### src/rtl/uart_pkg.sv
// Shared UART definitions for the transmit engine and the future receive engine.
package uart_pkg;

    typedef enum logic [2:0] {
        IDLE   = 3'd0,
        START  = 3'd1,
        DATA   = 3'd2,
        PARITY = 3'd3,
        STOP   = 3'd4
    } tx_state_e;

    localparam logic UART_IDLE_LEVEL  = 1'b1;
    localparam logic UART_START_LEVEL = 1'b0;
    localparam int   UART_STOP_BITS   = 1;

endpackage

### src/rtl/uart_baud_tick.sv
// Bit-period divider: counts 0..CLKS_PER_BIT-1 and pulses o_bit_done on the last count.
module uart_baud_tick #(
    parameter int CLKS_PER_BIT = 16
) (
    input  logic clk,
    input  logic rst,
    input  logic i_clr,
    output logic o_bit_done
);

    localparam int CNT_W = (CLKS_PER_BIT > 1) ? $clog2(CLKS_PER_BIT) : 1;
    localparam logic [CNT_W-1:0] LAST = CNT_W'(CLKS_PER_BIT - 1);

    logic [CNT_W-1:0] r_cnt;
    logic             w_last;

    assign w_last     = (r_cnt == LAST);
    // Suppress the pulse while held in clear so a clear always restarts a full period.
    assign o_bit_done = w_last & ~i_clr;

    always_ff @(posedge clk) begin
        if (rst || i_clr) begin
            r_cnt <= '0;
        end else if (w_last) begin
            r_cnt <= '0;
        end else begin
            r_cnt <= r_cnt + 1'b1;
        end
    end

endmodule

### src/rtl/uart_tx_engine.sv
// UART transmit serialiser: start bit, DATA_BITS data bits LSB-first, stop bit.
// Define UART_TX_PARITY_EN to insert an even-parity bit between data and stop.
module uart_tx_engine
    import uart_pkg::*;
#(
    parameter int CLKS_PER_BIT = 16,
    parameter int DATA_BITS    = 8
) (
    input  logic                 clk,
    input  logic                 rst,
    input  logic [DATA_BITS-1:0] tx_data,
    input  logic                 tx_valid,
    output logic                 tx_ready,
    output logic                 txd,
    output logic                 busy
);

    localparam int IDX_W = $clog2(DATA_BITS + 1);
    localparam logic [IDX_W-1:0] LAST_IDX = IDX_W'(DATA_BITS - 1);

    if (CLKS_PER_BIT < 2 || CLKS_PER_BIT > 65535) begin : g_bad_clks_per_bit
        $error("uart_tx_engine: CLKS_PER_BIT must be in 2..65535");
    end
    if (DATA_BITS < 5 || DATA_BITS > 8) begin : g_bad_data_bits
        $error("uart_tx_engine: DATA_BITS must be in 5..8");
    end
    if (UART_STOP_BITS != 1) begin : g_bad_stop_bits
        $error("uart_tx_engine: only one stop bit is supported");
    end

    tx_state_e            r_state;
    logic                 r_txd;
    logic                 r_busy;
    logic [IDX_W-1:0]     r_idx;
    logic [DATA_BITS-1:0] r_shift;
`ifdef UART_TX_PARITY_EN
    logic                 r_parity;
`endif
    logic                 w_bit_done;
    logic                 w_idle;

    assign w_idle   = (r_state == IDLE);
    assign tx_ready = w_idle;
    assign txd      = r_txd;
    assign busy     = r_busy;

    // Held in clear while idle so the start bit always gets a full period.
    uart_baud_tick #(
        .CLKS_PER_BIT(CLKS_PER_BIT)
    ) u_baud (
        .clk       (clk),
        .rst       (rst),
        .i_clr     (w_idle),
        .o_bit_done(w_bit_done)
    );

    always_ff @(posedge clk) begin
        if (rst) begin
            r_state  <= IDLE;
            r_txd    <= UART_IDLE_LEVEL;
            r_busy   <= 1'b0;
            r_idx    <= '0;
            r_shift  <= '0;
`ifdef UART_TX_PARITY_EN
            r_parity <= 1'b0;
`endif
        end else begin
            case (r_state)
                IDLE: begin
                    if (tx_valid) begin
                        r_state  <= START;
                        r_txd    <= UART_START_LEVEL;
                        r_busy   <= 1'b1;
                        r_shift  <= tx_data;
                        r_idx    <= '0;
`ifdef UART_TX_PARITY_EN
                        r_parity <= ^tx_data;
`endif
                    end
                end
                START: begin
                    if (w_bit_done) begin
                        r_state <= DATA;
                        r_txd   <= r_shift[0];
                        r_idx   <= '0;
                    end
                end
                DATA: begin
                    if (w_bit_done) begin
                        r_shift <= r_shift >> 1;
                        if (r_idx == LAST_IDX) begin
`ifdef UART_TX_PARITY_EN
                            r_state <= PARITY;
                            r_txd   <= r_parity;
`else
                            r_state <= STOP;
                            r_txd   <= UART_IDLE_LEVEL;
`endif
                        end else begin
                            r_idx <= r_idx + 1'b1;
                            // Next bit is shift[1] because the shift lands on this same edge.
                            r_txd <= r_shift[1];
                        end
                    end
                end
`ifdef UART_TX_PARITY_EN
                PARITY: begin
                    if (w_bit_done) begin
                        r_state <= STOP;
                        r_txd   <= UART_IDLE_LEVEL;
                    end
                end
`endif
                STOP: begin
                    if (w_bit_done) begin
                        r_state <= IDLE;
                        r_busy  <= 1'b0;
                    end
                end
                default: begin
                    r_state <= IDLE;
                    r_txd   <= UART_IDLE_LEVEL;
                    r_busy  <= 1'b0;
                end
            endcase
        end
    end

endmodule

### config.mk
export PLATFORM = sky130hd
export DESIGN_NAME = uart_tx_engine
export DESIGN_NICKNAME = d
export VERILOG_FILES = /design/src/rtl/uart_pkg.sv /design/src/rtl/uart_baud_tick.sv /design/src/rtl/uart_tx_engine.sv
export SDC_FILE = /design/constraint.sdc
export NUM_CORES = 1
export LEC_CHECK = 0
export CAP_MARGIN = 30
export CELL_PAD_IN_SITES_DETAIL_PLACEMENT = 1
export CELL_PAD_IN_SITES_GLOBAL_PLACEMENT = 2
export CORE_MARGIN = 4
export CORE_UTILIZATION = 29
export DETAILED_ROUTE_END_ITERATION = 10
export GPL_ROUTABILITY_DRIVEN = 0
export GPL_TIMING_DRIVEN = 0
export PLACE_DENSITY = 0.83
export SLEW_MARGIN = 30
export SYNTH_ARGS = -nofsm -noshare
export SYNTH_HDL_FRONTEND = slang
export SYNTH_HIERARCHICAL = 1
export SYNTH_SLANG_ARGS = --single-unit
export TNS_END_PERCENT = 30
### constraint.sdc
create_clock -name clk -period 1.9 [get_ports clk]
set_input_delay 0.285 -clock clk [delete_from_list [all_inputs] [get_ports clk]]
set_output_delay 0.285 -clock clk [all_outputs]
set_load 0.05 [all_outputs]
After elaboration in Yosys (flattened, before gate mapping)
Index checks and enable logic that the tools add are counted.

word-level totals
  register bits after elaboration = 21
  output and inout port bits = 3

operators by class
  add/sub/neg operators = 2
  equal/unequal tests = 11
  mux-type cells = 22
  bitwise gates (word level) = 4
  reductions and logical operators = 11

operators with widths
  operator                                                                  count
  4-bit 2-to-1 mux                                                          4
  8-bit 2-to-1 mux                                                          2
  8-bit case mux with 2 select lines                                        1
  3-bit 2-to-1 mux                                                          5
  3-bit case mux with 4 select lines                                        1
  4-bit case mux with 3 select lines                                        1
  5-bit AND reduction                                                       2
  4-bit by 1-bit adder with 4-bit output (second input constant)            2
  1-bit 2-to-1 mux                                                          6
  2-bit by 1-bit inequality test with 1-bit output (second input constant)  3
  2-bit inequality test (second input constant)                             3
  3-bit AND reduction                                                       2
  4-bit by 3-bit equality test with 1-bit output (second input constant)    1
  4-bit equality test (second input constant)                               1
  1-bit case mux with 4 select lines                                        1
  4-bit AND reduction                                                       1
  2-bit OR reduction                                                        2
  3-bit by 1-bit equality test with 1-bit output (second input constant)    1
  3-bit by 2-bit equality test with 1-bit output (second input constant)    1
  3-bit equality test (second input constant)                               1
  3-bit logical NOT                                                         1
  1-bit inverter                                                            3
  1-bit case mux with 3 select lines                                        1
  3-bit nonzero test                                                        1
  3 further kinds                                                           3

Depth between registers and ports, before layout
  depth in word-level cells = 5
  mapped depth = 10
  gate-level depth less buffers = 7

Hierarchy
Netlist, hierarchy kept.

modules (own cells, without submodules)
  module          times used  cells an instance  area an instance (µm²)  sequential area each (µm²)
  uart_tx_engine  1           120                970.9                   340.3
  uart_baud_tick  1           16                 157.7                   80.1

Worst setup path after synthesis
OpenSTA, ideal clock, no wires.

  path kind = reg2reg
  start point = register r_state[1]
  end point = register r_idx[1]
  data arrival time = 2.950 ns
  setup slack = -1.165 ns
  cell stages (with the launch flop) = 10
  period minus slack after synthesis = 3.065 ns
  cells stage by stage = dfxtp_1 -> buf_4 -> clkbuf_1 -> nor3_1 -> nor2_1 -> buf_2 -> mux2i_2 -> a211oi_2 -> and4_1 -> o21a_1

between the ends
  longest elaborated chain between the ends = 5
  elaborated cells between the ends (all ways) = 12
  classes of those cells = eq/ne (6); mux (1); bitwise (2); reduce/logical (3)

ends and longest elaborated chain
  what                                                        line                   text
  start, declared                                             uart_tx_engine.sv:31   tx_state_e r_state;
  start signal, assigned                                      uart_tx_engine.sv:59   r_state <= IDLE;
  start signal, assigned                                      uart_tx_engine.sv:71   r_state <= START;
  start signal, assigned                                      uart_tx_engine.sv:83   r_state <= DATA;
  3-bit logical NOT (*)                                       uart_tx_engine.sv:42   assign w_idle = (r_state == IDLE);
  net tx_ready                                                uart_tx_engine.sv:13   output logic tx_ready,
  1-bit inverter (*)                                          uart_baud_tick.sv:19   assign o_bit_done = w_last & ~i_clr;
  1-bit bitwise AND (*)                                       uart_baud_tick.sv:19
  net w_bit_done                                              uart_tx_engine.sv:39   logic w_bit_done;
  2-bit by 1-bit inequality test with 1-bit output (no line)  n/a
  5-bit AND reduction (no line) (*)                           n/a
  end signal, assigned                                        uart_tx_engine.sv:100  r_idx <= r_idx + 1'b1;
  end, declared                                               uart_tx_engine.sv:34   logic [IDX_W-1:0] r_idx;

The timed path passes the listed nets; every way through them passes the cells marked *.
A chain may end at the register's enable or synchronous reset.

Worst setup path after layout
  start point = register r_state[2]
  end point = register r_idx[2]

between the ends
  longest elaborated chain between the ends = 5
  elaborated cells between the ends (all ways) = 12
  classes of those cells = eq/ne (6); mux (1); bitwise (2); reduce/logical (3)

ends and longest elaborated chain
  what                                                        line
  3-bit logical NOT (*)                                       uart_tx_engine.sv:42
  1-bit inverter (*)                                          uart_baud_tick.sv:19
  1-bit bitwise AND (*)                                       uart_baud_tick.sv:19
  net w_bit_done                                              uart_tx_engine.sv:39
  2-bit by 1-bit inequality test with 1-bit output (no line)  n/a
  5-bit AND reduction (no line) (*)                           n/a

Marked as above.

==> metrics.json <==
{
  "cts": {
    "clock_tree.buffer_depth": 2,
    "tritoncts_buffer_count": 3,
    "tritoncts": "done",
    "clk_pin_slew_worst_paths_ns": 0.09,
    "clk_root_buffer_cell": "clkbuf_8",
    "clock_latency_ns": 0.27,
    "clkSinkCount": 21,
    "h-tree-depth": 1
  },
  "setup_path": {
    "critical_path.startpoint": "r_state[2]",
    "worstSetupEndpointType": "flop",
    "crit-reg2reg-launch": "r_state[2]",
    "cp_data_arrival_time_ns": 1.99,
    "regToRegSetupSlack_ns": 0.07,
    "worstRegToRegCells": 8,
    "crit_path_max_fanout": 10,
    "worst-endpoint-required_ns": 2.06,
    "crit_path_end": "r_idx[2]",
    "critPathLaunchType": "flop",
    "worst-setup-path-type": "flop to flop",
    "worst_r2r_endpoint": "r_idx[2]"
  },
  "timing": {
    "setup-tns-final_ns": 0,
    "timing.slew.headroom": 0.668,
    "final_hold_viol_count": 0,
    "clock.fmax_mhz": 546,
    "finalCriticalPeriod_ns": 1.83,
    "finalSetupViolations": 0,
    "final.setup_skew_ns": 0.00794,
    "max_slew.worst_pin.slew_ns": 0.498,
    "finalCritPeriodShare": 0.965,
    "slew_violations": 0
  },
  "placement": {
    "place_inst": 197,
    "numPortBuffers": 13,
    "detailed_place_hpwl_um": 2140
  },
  "status": {
    "run_status": "finished, final reports clean"
  },
  "floorplan": {
    "floorplan.rows": 22,
    "design.portCount": 14,
    "die-height_um": 70.4,
    "start_util": 0.304,
    "die_w_um": 70.4,
    "die_area_um2": 4950,
    "floorplan.core_area_um2": 3720
  },
  "final_layout": {
    "finish.net_count": 175,
    "final_cells": 209,
    "layout-area-overhead-vs-synth_pct": 35.8,
    "antennaDiodeCount": 0,
    "final_layout_size_suffix_gt1_frac": 0.255,
    "utilization": 0.412,
    "nFillCells": 455
  },
  "power_and_ir_drop": {
    "net_switching_power_mw": 0.393,
    "power_switching_share": 0.334,
    "share_clk_of_total_power": 0.265,
    "power_frac_seq": 0.441,
    "power_per_cell_area_nw_per_um2": 768,
    "comb_power_share": 0.294,
    "max-vdd-ir-drop_uv": 352,
    "total_leakage_power_nw": 0.567,
    "cell_internal_pwr_mw": 0.784
  },
  "logic_synthesis": {
    "netlist.area_leader.share": 0.373,
    "yosysSeqAreaShare": 0.373,
    "ys_warn_count": 6,
    "synth_enable_flop_cells": 0,
    "synth.cells.most_frequent": "dfxtp_1 (21), nand2_1 (19), nor2_1 (14)",
    "netlist_area_um2": 1130,
    "leading_cell_type_by_number_of_instances_after_synthesis": "dfxtp_1",
    "synth-seq-cells": 21,
    "synthesis.instances": 136,
    "syn_area_per_cell_um2": 8.30,
    "synth.net_count": 149,
    "synth_top_cells_by_area": "dfxtp_1 (37%), nand2_1 (6.3%), nor2_1 (4.7%)",
    "ys_types": 43,
    "synth_largest_area_cell": "dfxtp_1",
    "asyncSetResetFlopFracSynth": 0,
    "ys_dominant_reg_cell": "dfxtp_1"
  },
  "routing": {
    "vias": 1089,
    "average_wire_per_cell_in_the_routed_design_um": 14.8,
    "detail_route_antenna_nets": 0,
    "post_dr_vias_cell": 5.21,
    "dr.pass1.iters": 4,
    "total_wire_length_after_detailed_routing_um": 3090,
    "route.detailed.drc": 0,
    "drt-initial-drc-count": 37
  },
  "min_path": {
    "hp-class": "flop to flop",
    "hold_depth": 1
  },
  "global_routing": {
    "grt_max_degree": 13,
    "grt_pass1_wl_um": 5110,
    "via_count_of_the_first_global_routing_pass": 1122,
    "global_route.usage.total": 0.126,
    "antenna_found_initial": 0,
    "grt_remaining_overflow": 0
  },
  "job": {
    "maxCapViolCount": 0
  }
}
==> cells by family (layout without fill, tap and decap cells) <==
| group | Yosys count | in the layout | share of synthesized area |
|---|---|---|---|
| simple gates | 62 | 62 | 0.281 |
| compound gates | 31 | 31 | 0.215 |
| flops | 21 | 21 | 0.373 |
| buf+inv | 15 | 40 | 0.0665 |
| xor+xnor | 4 | 4 | 0.0310 |
| fa+ha+maj | 2 | 2 | 0.0222 |
| mux | 1 | 1 | 0.0122 |
==> power groups by stage <==
stage               clock network [mW]  logic [mW]  registers, mW
floorplan                            0       0.198          0.543
detailed placement                   0       0.312          0.525
global route                     0.342       0.380          0.526
CTS                              0.316       0.331          0.519
global placement                     0       0.302          0.523
finish                           0.312       0.345          0.519
==> sequential cells by signal, summed over array words and instances, names as in the netlist <==
| register | cells |
|---|---|
| u_baud/r_cnt | 4 |
| r_idx | 4 |
| r_state | 3 |
| txd | 1 |
| r_shift | 8 |
| busy | 1 |
==> worst min path at each step <==
stage / start / endpoint / slack (ns)
floorplan: rst / u_baud/r_cnt[2] / 0.36
global placement: u_baud/r_cnt[0] / u_baud/r_cnt[0] / 0.43
detailed placement: u_baud/r_cnt[0] / u_baud/r_cnt[0] / 0.46
CTS: u_baud/r_cnt[0] / u_baud/r_cnt[0] / 0.47
global route: u_baud/r_cnt[0] / u_baud/r_cnt[0] / 0.47
finish: u_baud/r_cnt[0] / u_baud/r_cnt[0] / 0.47
==> repair_timing <==
action	in CTS	in global routing
buffers inserted	4	4
gates resized for setup	7	13
setup endpoints to repair	14	15
hold buffers	0	0
pin swaps	2	3
==> final cells by class <==
type                       count  area [um^2]  share of cell area
buffer                        10         87.6              0.0571
clock buffer                   3         41.3              0.0269
clock inverter                 1         5.00             0.00327
inverter                       5         18.8              0.0122
multi-input combinational    100          698               0.456
sequential                    21          432               0.282
tap                           48         60.1              0.0392
timing repair buffer          21          190               0.124
==> critical path: stages (launching register included) <==
cell and delay (ns):
dfxtp_4 0.41, buf_6 0.16, nor3_4 0.06, nor2_2 0.12, buf_6 0.14, mux2i_4 0.11
a211oi_4 0.35, nand2_2 0.10, a32o_1 0.27
==> metrics by stage <==
stage	power, mW	hold WS [ns]	setup slack [ns]	instance area, um^2
2_1_floorplan	0.741	0.356	-0.213	1180
3_3_place_gp	0.825	0.434	-0.164	1370
3_5_place_dp	0.837	0.455	-0.210	1370
4_1_cts	1.17	0.468	0.00101	1460
5_1_grt	1.25	0.471	-0.0450	1530
6_report	1.18	0.468	0.0673	1530
==> placed cells by master, fill, tap and decap left out, types with 3 or more instances in the layout <==
cell type,instances
nand2_1,18
dfxtp_1,16
buf_6,5
clkdlybuf4s50_1,12
o21bai_1,3
nand3_1,6
a21oi_1,5
a311oi_1,6
clkbuf_8,3
nor3_1,5
dfxtp_2,3
nor2_1,11
buf_4,8
inv_1,4
clkbuf_1,3
nor2_2,3
==> per-layer routing <==
metal / share of wire / global-route usage
met1: 0.46 / 0.160
met2: 0.50 / 0.213
met3: 0.036 / 0.0259
met4: 0.0055 / 0.0319
met5: 0 / 0
Power figures use the tool's default switching activity.
==> patch 1, RTL diff (config.mk and constraints unchanged) <==
Put one more register stage on the output `txd`, with the module's reset. The value now appears one clock later. The other outputs are not delayed to match.
--- a/src/rtl/uart_tx_engine.sv
+++ b/src/rtl/uart_tx_engine.sv
@@ -41,7 +41,13 @@
 
     assign w_idle   = (r_state == IDLE);
     assign tx_ready = w_idle;
-    assign txd      = r_txd;
+    always_ff @(posedge clk) begin
+        if (rst) begin
+            txd <= '0;
+        end else begin
+            txd <= r_txd;
+        end
+    end
     assign busy     = r_busy;
 
     // Held in clear while idle so the start bit always gets a full period.
Check against the original RTL: not equivalent (Yosys sat finds a counterexample within 4 cycles, from zero or initial values and one cycle with rst high).
==> patch 1 against the unedited design <==
Sequential cell count is 1 higher. Final area is 0.82% lower. Worst hold slack worse by 40 ps. Synthesized area is 1.8% lower. Setup slack worse by 11 ps. Wire length is 1.8% lower. Synthesized cell count is 7.4% lower. Core utilization hardly changed. Final cell count is 7.2% lower. Largest cell class unchanged.
Power is not compared: it rests on default switching activity, and its combinational part moved more than twofold at a synthesized area within 25%.
==> patch 1: results (changes against the unedited design) <==
| Metric | Value |
|---|---|
| ANT cells | 0 (unchanged) |
| Syn_area_per_cell | 8.798 um2 (+6.0%) |
| Drt initial violations | 33 (-11%) |
| Clk_skew | 1.019 ps (-6.926 ps) |
| Crit-path slowest cell | clkdlybuf4s15_1 |
| Cell class contributing the biggest share of worst-path delay | buffers and inverters |
| DP Area | 1329 um2 (-3.0%) |
| Fillcell total | 436 (-4.2%) |
| Synth cell count leaders | dfxtp_1 (22), a21oi_1 (11), nand3_1 (11) |
| Leakage | 0.5317 nW |
| Worst Path Max Fanout | 10 (unchanged) |
| Post-synth cell types | 42 (-2.3%) |
| All-Layer GR Usage | 0.1319 (+0.006398) |
| Share of cells above drive strength 1 | 0.2329 (-0.02178) |
| Routed len/inst | 15.66 um (+5.8%) |
| Routed vias | 1055 (-3.1%) |
| Layout net count | 160 (-8.6%) |
| Hold_ws | 428.6 ps (-39.57 ps) |
| Run status | finished, final reports clean |
| Post-synthesis sequential area ratio | 0.3973 (+0.02479) |
| Worst hold start | u_baud/r_cnt[0] |
| Synth top area cells | dfxtp_1 (40%), a21oi_1 (5.0%), nand3_1 (5.0%) |
| CP max stage delay | 530 ps (+120 ps) |
| Place WS | -249.7 ps (-39.39 ps) |
| Slew headroom | 0.5945 (-0.07357) |
| Root buf cell | clkbuf_8 |
| Reg2Reg Launch Point | r_state[0] |
| Async set-reset flop share out of synthesis | 0 (unchanged) |
| Hpwl dp | 2158 um (+0.99%) |
| Syn Nets | 139 (-6.7%) |
| Post-Place Cells | 187 (-5.1%) |
| First-pass GRT wire length | 5271 um (+3.1%) |
| Vias/cell | 5.438 (+4.4%) |
| CP arrival | 1560 ps (-430 ps) |
| Biggest regs | r_shift (8), r_idx (4), u_baud/r_cnt (4) |
| Pin count of the biggest net entering global routing | 20 (+7) |
| Initial antenna violation count | 0 (unchanged) |
| CTS Buffer Depth | 2 (unchanged) |
| Reg-to-Reg End | r_shift[4] |
[patch 1: repair_timing]
action | in CTS | in global routing
hold buffers | 0 | 0
resized for setup | 13 | 12
pin swaps | 3 | 3
setup buffers | 3 | 1
endpoints found under the setup margin | 13 | 11
[patch 1: worst register-to-register path, cell delays in order, from the launching register on]
cell and delay [ps]:
dfxtp_4 370, buf_6 150, nor3_4 250, nor2_2 60, buf_6 140, mux2_4 270, and2_0 160, buf_6 140
a311oi_2 210
[patch 1: worst max path at each step]
stage                            end        from  slack (ps)
final                       tx_ready  r_state[0]          60
after floorplan           r_shift[1]  r_state[1]        -350
after CTS                 r_shift[5]  r_state[2]           9
after global placement    r_shift[3]  r_state[1]        -200
after detailed placement  r_shift[1]  r_state[1]        -250
after global routing      r_shift[4]  r_state[0]         -40
[patch 1: final cells by class]
class	instances	area share
buffer	9	0.05021
tap	48	0.03951
multi-input combinational	92	0.4576
inverter	2	0.004938
clock buffer	3	0.02716
sequential	22	0.2955
timing repair buffer	17	0.1053
clock inverter	1	0.01975
[patch 1: layer usage]
layer  part of all wire  GRT usage  routed length, um  vias up
met2               0.52     0.2267               1580       15
met1               0.44     0.1614               1339      524
li1                   -          -                  -      512
met3              0.028    0.03043                 84        4
met5                  0          0                  0        -
met4              0.011    0.04255                 33        0
[patch 1: kinds of logic (layout without fill, tap and decap cells)]
logic type / after synthesis / in the layout / share of synthesized area
compound gates: 32 / 32 / 0.2009
mux: 5 / 5 / 0.04628
simple gates: 50 / 50 / 0.2630
flops: 22 / 22 / 0.3973
xor+xnor: 3 / 3 / 0.02371
buf+inv: 12 / 32 / 0.04628
fa+ha+maj: 2 / 2 / 0.02257
[patch 1: power by group through the flow]
stage               combinational, mW  sequential, mW  clock (mW)
CTS                             0.154           0.495       0.456
global route                    0.179           0.499       0.476
detailed placement              0.140           0.507           0
floorplan                      0.0743           0.517           0
global placement                0.136           0.506           0
finish                          0.165           0.495       0.441
[patch 1: metrics by stage]
stage          setup TNS (ps)    util
4_1_cts                     0  0.3948
6_report                    0  0.4121
5_1_grt                -41.17  0.4121
3_3_place_gp            -1674  0.3602
2_1_floorplan           -2685       -
3_5_place_dp            -2275  0.3602
==> patch 2, RTL diff (same settings) <==
Made on the original files. Add a define of `UART_TX_PARITY_EN`.
--- a/src/rtl/uart_tx_engine.sv
+++ b/src/rtl/uart_tx_engine.sv
@@ -1,5 +1,7 @@
 // UART transmit serialiser: start bit, DATA_BITS data bits LSB-first, stop bit.
 // Define UART_TX_PARITY_EN to insert an even-parity bit between data and stop.
+`define UART_TX_PARITY_EN
+
 module uart_tx_engine
     import uart_pkg::*;
 #(
Function: same outputs for any inputs over 10 cycles, from zero or initial values and one cycle with rst high; that may be too few to reach the edited logic, so the function may still have changed.
==> patch 2 against the unedited design <==
Sequential cell count increased by 1. Highest routed layer unchanged. Wire length is 0.42% lower. Synthesized area up 7.6%. Final area is 7.7% higher. Non-clock buffer count decreased by 1. Power is 2.6% lower. Setup slack gained 16 ps. Critical path depth stayed put.
==> patch 2: results (changes against the unedited design) <==
| Metric | Value |
|---|---|
| Routed len/inst | 15.32 um (+3.5%) |
| Cell class contributing the biggest share of worst-path delay | simple AND/OR/NAND/NOR gates |
| Least-Margin Pin Slew | 637.9 ps (+140.0 ps) |
| Grt met2 use | 0.2164 (+0.003335) |
| Fillcell total | 445 (-2.2%) |
| Routed vias | 1013 (-7.0%) |
| Syn_area_per_cell | 9.798 um2 (+18%) |
| Worst setup path start | r_state[0] |
| Layout net count | 165 (-5.7%) |
| Fraction of area in registers | 0.2707 (-0.01097) |
| Post_cts resized | 5 (-2) |
| Pwr dens | 694.6 nW/um2 (-9.5%) |
| Internal | 0.8663 mW (+11%) |
| Fraction of area in multi-input gates | 0.4799 (+0.02440) |
| Leakage | 0.5600 nW (-1.3%) |
| All-Layer GR Usage | 0.1205 (-0.004982) |
| Post-Place Cells | 187 (-5.1%) |
| Pin count of the biggest net entering global routing | 14 (+1) |
| CTS Buffer Depth | 2 (unchanged) |
| Multi-input combinational gate total | 94 (-6.0%) |
| GR Util met1 | 0.1328 (-0.02768) |
| TritonRoute pass-1 iters | 2 (-2) |
| Synth warnings | 6 (unchanged) |
| Met1 wire length | 1319 um (-6.4%) |
| M3 GR Usage | 0.02479 (-0.001106) |
| Clock sink count | 22 (+4.8%) |
| DR WL met3 | 79 um (-28%) |
| Run status | finished, final reports clean |
| Main synth FF type | dfxtp_1 |
| Peak supply drop | 0.0002829 V (-20%) |
| Signal inverters | 1 (-4) |
| DP Area | 1431 um2 (+4.5%) |
| Share of cells above drive strength 1 | 0.3113 (+0.05660) |
| Sequential share of power | 0.434 (-0.007) |
| Drt total wl | 3080 um (-0.42%) |
| CP max stage delay | 360 ps (-50 ps) |
| First-pass GRT wire length | 4912 um (-3.9%) |
| Post-synthesis sequential area ratio | 0.3625 (-0.009993) |
| Post-synth cell types | 40 (-7.0%) |
| Clk cell area share | 0.04321 (+0.01301) |
| NonClk Buf Share | 0.1660 (-0.01519) |
| Post-CTS Setup Inserts | 3 (-1) |
| Clock Power Share | 0.388 (+0.123) |
| Hpwl dp | 2140 um (+0.18%) |
| Clk_skew | 2.873 ps (-5.072 ps) |
| Drt initial violations | 31 (-16%) |
| Syn Nets | 137 (-8.1%) |
| Crit path to | txd |
| Reg-to-reg slack, setup | 80 ps (+20 ps) |
| WL met2 | 1625 um (+4.4%) |
| Synth cell count leaders | dfxtp_1 (22), nor2_1 (16), mux2i_1 (9) |
==> patch 2: cell count changes in the layout (fill, tap and decap cells not counted), sizes merged, moves of 3 or more <==
cell / unedited run / this run
nand2: 19 / 6
a311oi: 8 / 0
mux2i: 1 / 9
a211oi: 3 / 10
xnor2: 2 / 8
inv: 5 / 1
nand2b: 0 / 3
nand3: 7 / 4
nor3: 8 / 5
==> patch 2: per-stage QoR <==
stage                 util  hold slack, ps  worst slack, ps
CTS                 0.3817           466.5            9.505
global route        0.4096           473.0           -22.88
finish              0.4096           458.0            83.42
floorplan                -           355.9           -119.5
detailed placement  0.3553           453.3           -179.0
global placement    0.3553           427.4           -147.3
==> patch 2: cells by family after synthesis <==
kind of cell	share of synthesized area
and+or+nand+nor	0.2420
AOI/OAI and AO/OA	0.1720
DFF	0.3625
xor gates and xnor gates	0.07210
muxes	0.08342
buffers and inverters	0.04737
adders and majority gates	0.02059
